<file path="config.mk">
export PLATFORM = sky130hd
export DESIGN_NAME = mem_port_arbiter_flat
export DESIGN_NICKNAME = d
export VERILOG_FILES = /design/src/rtl/mem_port_arbiter_if.sv /design/src/rtl/mem_port_arbiter.sv /design/src/flat_wrapper.sv
export SDC_FILE = /design/constraint.sdc
export NUM_CORES = 1
export LEC_CHECK = 0
export BUFFER_PORTS_ARGS = -buffer_cell sky130_fd_sc_hd__buf_2
export CAP_MARGIN = 20
export CORE_AREA = 2 2 129 131
export DETAILED_ROUTE_END_ITERATION = 10
export DIE_AREA = 0 0 131 133
export GPL_ROUTABILITY_DRIVEN = 1
export PLACE_DENSITY = 0.4
export SLEW_MARGIN = 20
export SYNTH_ARGS = -nofsm -noshare
export SYNTH_HDL_FRONTEND = slang
export SYNTH_SLANG_ARGS = --single-unit
</file>
<file path="constraint.sdc">
create_clock -name clk -period 3.2 [get_ports clk]
set_clock_uncertainty 0.15 [all_clocks]
set_input_delay 0.32 -clock clk [delete_from_list [all_inputs] [get_ports clk]]
set_output_delay 0.32 -clock clk [all_outputs]
set_load 0.01 [all_outputs]
</file>
<file path="src/rtl/mem_port_arbiter_if.sv">
// Master-side bus port of mem_port_arbiter: request/grant handshake plus the
// read-response channel routed back to the issuing master.
interface mem_port_arbiter_if #(
    parameter int ADDR_W = 32,
    parameter int DATA_W = 32
);
    logic              req;
    logic              we;
    logic [ADDR_W-1:0] addr;
    logic [DATA_W-1:0] wdata;
    logic              gnt;
    logic              rvalid;
    logic [DATA_W-1:0] rdata;

    modport master (output req, we, addr, wdata, input gnt, rvalid, rdata);
    modport slave  (input req, we, addr, wdata, output gnt, rvalid, rdata);
endinterface

</file>
<file path="src/rtl/mem_port_arbiter.sv">
// Two-master arbiter in front of one synchronous-read memory: one command per
// cycle, read responses steered back to their owner after RD_LAT cycles.
module mem_port_arbiter #(
    parameter int ADDR_W    = 32,
    parameter int DATA_W    = 32,
    parameter int RD_LAT    = 1,
    parameter int PRIO_MODE = 0
) (
    input  logic              clk,
    input  logic              n_rst,
    mem_port_arbiter_if.slave m0,
    mem_port_arbiter_if.slave m1,
    output logic              mem_r_en,
    output logic [ADDR_W-1:0] mem_r_addr,
    input  logic [DATA_W-1:0] mem_r_data,
    output logic              mem_w_en,
    output logic [ADDR_W-1:0] mem_w_addr,
    output logic [DATA_W-1:0] mem_w_data,
    output logic              busy
);
    localparam int NUM_PORTS = 2;

    logic [NUM_PORTS-1:0]             req, we, gnt, rvalid;
    logic [NUM_PORTS-1:0][ADDR_W-1:0] addr;
    logic [NUM_PORTS-1:0][DATA_W-1:0] wdata;

    logic              last, sel, any_req, issue_rd, issue_wr;
    logic [RD_LAT-1:0] vld_pipe, own_pipe;

    // Gating req with reset keeps every combinational command output at 0 in reset.
    assign req   = {m1.req, m0.req} & {NUM_PORTS{n_rst}};
    assign we    = {m1.we, m0.we};
    assign addr  = {m1.addr, m0.addr};
    assign wdata = {m1.wdata, m0.wdata};

    always_comb begin
        any_req = |req;
        if (&req) sel = (PRIO_MODE != 0) ? 1'b0 : ~last;
        else      sel = ~req[0];
        gnt = '0;
        if (any_req) gnt[sel] = 1'b1;
        issue_rd   = any_req & ~we[sel];
        issue_wr   = any_req & we[sel];
        mem_r_en   = issue_rd;
        mem_r_addr = issue_rd ? addr[sel] : '0;
        mem_w_en   = issue_wr;
        mem_w_addr = issue_wr ? addr[sel] : '0;
        mem_w_data = issue_wr ? wdata[sel] : '0;
    end

    // Valid/owner shift pipeline mirrors the memory read latency.
    always_ff @(posedge clk or negedge n_rst) begin
        if (!n_rst) begin
            last     <= 1'b1;
            vld_pipe <= '0;
            own_pipe <= '0;
        end else begin
            if (any_req) last <= sel;
            vld_pipe[0] <= issue_rd;
            own_pipe[0] <= sel;
            for (int i = 1; i < RD_LAT; i++) begin
                vld_pipe[i] <= vld_pipe[i-1];
                own_pipe[i] <= own_pipe[i-1];
            end
        end
    end

    for (genvar p = 0; p < NUM_PORTS; p++) begin : g_rsp
        assign rvalid[p] = vld_pipe[RD_LAT-1] & (own_pipe[RD_LAT-1] == 1'(p));
    end

    assign m0.gnt    = gnt[0];
    assign m0.rvalid = rvalid[0];
    assign m0.rdata  = rvalid[0] ? mem_r_data : '0;
    assign m1.gnt    = gnt[1];
    assign m1.rvalid = rvalid[1];
    assign m1.rdata  = rvalid[1] ? mem_r_data : '0;
    assign busy      = |vld_pipe;
endmodule

</file>
<file path="src/flat_wrapper.sv">
// flat-port wrapper written by rule: the top's interface ports become plain ports
module mem_port_arbiter_flat 
#(
    parameter int ADDR_W    = 32,
    parameter int DATA_W    = 32,
    parameter int RD_LAT    = 1,
    parameter int PRIO_MODE = 0
)
  (clk, n_rst, mem_r_en, mem_r_addr, mem_r_data, mem_w_en, mem_w_addr, mem_w_data, busy, m0_req, m0_we, m0_addr, m0_wdata, m0_gnt, m0_rvalid, m0_rdata, m1_req, m1_we, m1_addr, m1_wdata, m1_gnt, m1_rvalid, m1_rdata);
  mem_port_arbiter_if #(.ADDR_W(ADDR_W), .DATA_W(DATA_W)) m0_i ();
  mem_port_arbiter_if #(.ADDR_W(ADDR_W), .DATA_W(DATA_W)) m1_i ();
  input  logic clk;
  input  logic n_rst;
  output logic mem_r_en;
  output logic [ADDR_W-1:0] mem_r_addr;
  input  logic [DATA_W-1:0] mem_r_data;
  output logic mem_w_en;
  output logic [ADDR_W-1:0] mem_w_addr;
  output logic [DATA_W-1:0] mem_w_data;
  output logic busy;
  input wire logic [$bits(m0_i.req)-1:0] m0_req;
  input wire logic [$bits(m0_i.we)-1:0] m0_we;
  input wire logic [$bits(m0_i.addr)-1:0] m0_addr;
  input wire logic [$bits(m0_i.wdata)-1:0] m0_wdata;
  output wire logic [$bits(m0_i.gnt)-1:0] m0_gnt;
  output wire logic [$bits(m0_i.rvalid)-1:0] m0_rvalid;
  output wire logic [$bits(m0_i.rdata)-1:0] m0_rdata;
  input wire logic [$bits(m1_i.req)-1:0] m1_req;
  input wire logic [$bits(m1_i.we)-1:0] m1_we;
  input wire logic [$bits(m1_i.addr)-1:0] m1_addr;
  input wire logic [$bits(m1_i.wdata)-1:0] m1_wdata;
  output wire logic [$bits(m1_i.gnt)-1:0] m1_gnt;
  output wire logic [$bits(m1_i.rvalid)-1:0] m1_rvalid;
  output wire logic [$bits(m1_i.rdata)-1:0] m1_rdata;
  assign m0_i.req = m0_req;
  assign m0_i.we = m0_we;
  assign m0_i.addr = m0_addr;
  assign m0_i.wdata = m0_wdata;
  assign m0_gnt = m0_i.gnt;
  assign m0_rvalid = m0_i.rvalid;
  assign m0_rdata = m0_i.rdata;
  assign m1_i.req = m1_req;
  assign m1_i.we = m1_we;
  assign m1_i.addr = m1_addr;
  assign m1_i.wdata = m1_wdata;
  assign m1_gnt = m1_i.gnt;
  assign m1_rvalid = m1_i.rvalid;
  assign m1_rdata = m1_i.rdata;
  mem_port_arbiter #(.ADDR_W(ADDR_W), .DATA_W(DATA_W), .RD_LAT(RD_LAT), .PRIO_MODE(PRIO_MODE)) u_core (.clk(clk), .n_rst(n_rst), .m0(m0_i), .m1(m1_i), .mem_r_en(mem_r_en), .mem_r_addr(mem_r_addr), .mem_r_data(mem_r_data), .mem_w_en(mem_w_en), .mem_w_addr(mem_w_addr), .mem_w_data(mem_w_data), .busy(busy));
endmodule
</file>
==> results.yml <==
critical_path:
  reg2reg_depth: 4
  worstPathMaxFanout: 25
  path_delay_family: "buffers and inverters"
  cp_cell_sequence: "dlygate4sd3_1, buf_2, nand2_2, buf_4, buf_4, o21ai_0, a21oi_1, buf_2"
  max_stage_delay_ps: 540
  cp.arrival_ps: 2410
  path_depth: 8
  endpoint_kind: "output port"
  crit_type: "in2out"
  startpoint_type: "input pin"
  critPathBufInv: 5
  r2r_slack_ps: 1460
  slowest_stage: "dlygate4sd3_1"
  crit_required_ps: 2730
die:
  fp-row-count: 47
  core-area_sq_um: 16200
  die_h_microns: 133
  fp.dieW_microns: 131
  ios: 333
  start_util: 0.120
  dieArea_sq_um: 17400
yosys:
  synthTopCellsByCount: "96 x a21oi_1, 64 x nand3_1, 57 x o21ai_0, 37 x and2_1, 32 x and3_1"
  synth_ff_type: "dfrtp_1"
  synth_adder_area_share: 0
  syn_area_sq_um: 1940
  yosys.area_share.simple: 0.409
  netlist_top_cells_area: "a21oi_1 25%, nand3_1 17%, o21ai_0 15%"
  ys_seq_area_frac: 0.0394
  synth_top_family_by_area: "compound AO/OA/AOI/OAI gates"
  synth_xor_area_frac: 0
  yosys.area.top_type: "a21oi_1"
  synth_cells: 357
  syn_nets: 523
  synth_compound_area_frac: 0.435
  async_flop_share: 1.00
  synth_top_area_frac: 0.248
  synth_edf_count: 0
  synth.most_common_cell: "a21oi_1"
  synth_area_per_cell_sq_um: 5.42
  yosys_warnings: 0
  synthDistinctLibCells: 22
  ys_seq_elements: 3
  muxShareOfSynthArea: 0
sta:
  setup_viol: 0
  slew_viol_final: 0
  relSlewSlack: 0.674
  grt_setup_unrepaired: "no"
  tightestPinTransition_ps: 489
  max_freq_mhz: 347
  hold_ws_ps: 340
  finalCritPeriodShare: 0.901
  fin_setup_tns_ps: 0
  finalHoldViolations: 0
  finalWorstSetupSlack_ps: 316
  fin_crit_ps: 2880
detailed_routing:
  vias_per_cell: 4.40
  drtIter0Drc: 130
  dr.pass1.iters: 4
  avgRoutedWirePerCell_microns: 16.0
  drc: 0
  wirelength_mm: 14.1
  via_count: 3871
  postRouteAntennaNets: 0
clocking:
  cts_tree: "built"
  cts_buffer_depth: 2
  cts-buffers-inserted: 3
  insertion_delay_ps: 220
  cts.sinks: 3
  clk_pin_slew_ps: 30
  htreeDepth: 1
  cts-root-buf: "clkbuf_16"
place:
  dp_worst_setup_slack_ps: 898
  dp_hpwl_mm: 11.1
  io_buffer_count: 332
  gp_congestion: 0.736
outcome:
  status: "completed"
global_route:
  antenna_found_initial: 4
  grt_pass1_vias: 3543
  grt_max_degree: 67
  globalRouteOverflowTotal: 0
  grt_util_all_layers: 0.145
  grt_pass1_wl_mm: 19.7
layout:
  multi_input_area_sq_um: 1670
  ff_latch_area_sq_um: 76.3
  syn_to_final_growth_pct: 102
  nFillCells: 1866
  drive_gt1_frac: 0.541
  antenna_cells: 0
  nets: 827
  final_util: 0.241
power:
  powerDensity_nw_per_um2: 205
  p_leak_nw: 2.30
  peakVddDrop_uv: 91.7
hold_path:
  hold_path.class: "in2async"
run:
  cap_violations: 0
[path summary, 6_finish.rpt]
kind,endpoint,from
worst max-delay path,mem_r_addr[15],n_rst
worst min-delay path,u_core.own_pipe,n_rst
worst max register to register,u_core.busy,u_core.last
worst min register to register,u_core.last,u_core.last
max in group asynchronous,u_core.last,n_rst
min in group clk,u_core.last,u_core.last
[power by group]
group,switching (mW),total [mW],internal (mW)
Combinational,0.330,0.551,0.221
Clock,0.0337,0.198,0.164
Sequential,0.00450,0.0490,0.0445
[flip-flops by register name, indices dropped and copies added (netlist names)]
signal	cells
u_core.busy	1
u_core.own_pipe	1
u_core.last	1
[cell usage in the layout (no fill, tap or decap), drive strengths merged]
| cell | netlist | routed |
|---|---|---|
| clkbuf | 20 | 4 |
| and3 | 32 | 32 |
| and2 | 37 | 37 |
| a22o | 1 | 1 |
| nor2b | 4 | 4 |
| nand2b | 1 | 1 |
| a21oi | 96 | 96 |
| buf | 27 | 345 |
| dfstp | 1 | 1 |
| o21ai | 64 | 64 |
| nand2 | 1 | 1 |
| a21boi | 1 | 1 |
| nor2 | 1 | 1 |
| dfrtp | 2 | 2 |
| a32oi | 2 | 2 |
| nand3 | 64 | 64 |
| dlygate4sd3 | 0 | 1 |
| inv | 3 | 3 |
[final cells by class]
type	instances	share of cell area
clock buffer	4	0.0202
inverter	3	0.00289
multi-input combinational	304	0.427
sequential	3	0.0196
tap	220	0.0706
timing repair buffer	346	0.460
[layer usage]
| metal | up-vias | global-route usage | wire length, microns |
|---|---|---|---|
| met5 | - | 0 | 27 |
| met4 | 4 | 0.0165 | 73 |
| met3 | 12 | 0.0214 | 1180 |
| met2 | 215 | 0.290 | 7390 |
| met1 | 1743 | 0.163 | 5420 |
| li1 | 1897 | - | - |
[through the flow]
step                total power [mW]  area, sq um  cells
floorplan                      0.331         1940    357
global placement               0.613         3810    875
detailed placement             0.604         3810    875
CTS                            0.808         3900    880
global route                   0.871         3900    880
finish                         0.798         3900    880
[cell families (layout without fill, tap and decap cells)]
| kind of cell | count (synthesis) | count (layout) |
|---|---|---|
| AND/OR/NAND/NOR | 140 | 140 |
| flip-flops | 3 | 3 |
| buffers and inverters | 50 | 353 |
| AO/OA/AOI/OAI | 164 | 164 |
[what timing repair did]
item	CTS	global route
endpoints found under the hold margin	3	0
hold buffers	1	0
buffers inserted	0	0
resized for setup	0	0
Power figures use the tool's default switching activity.
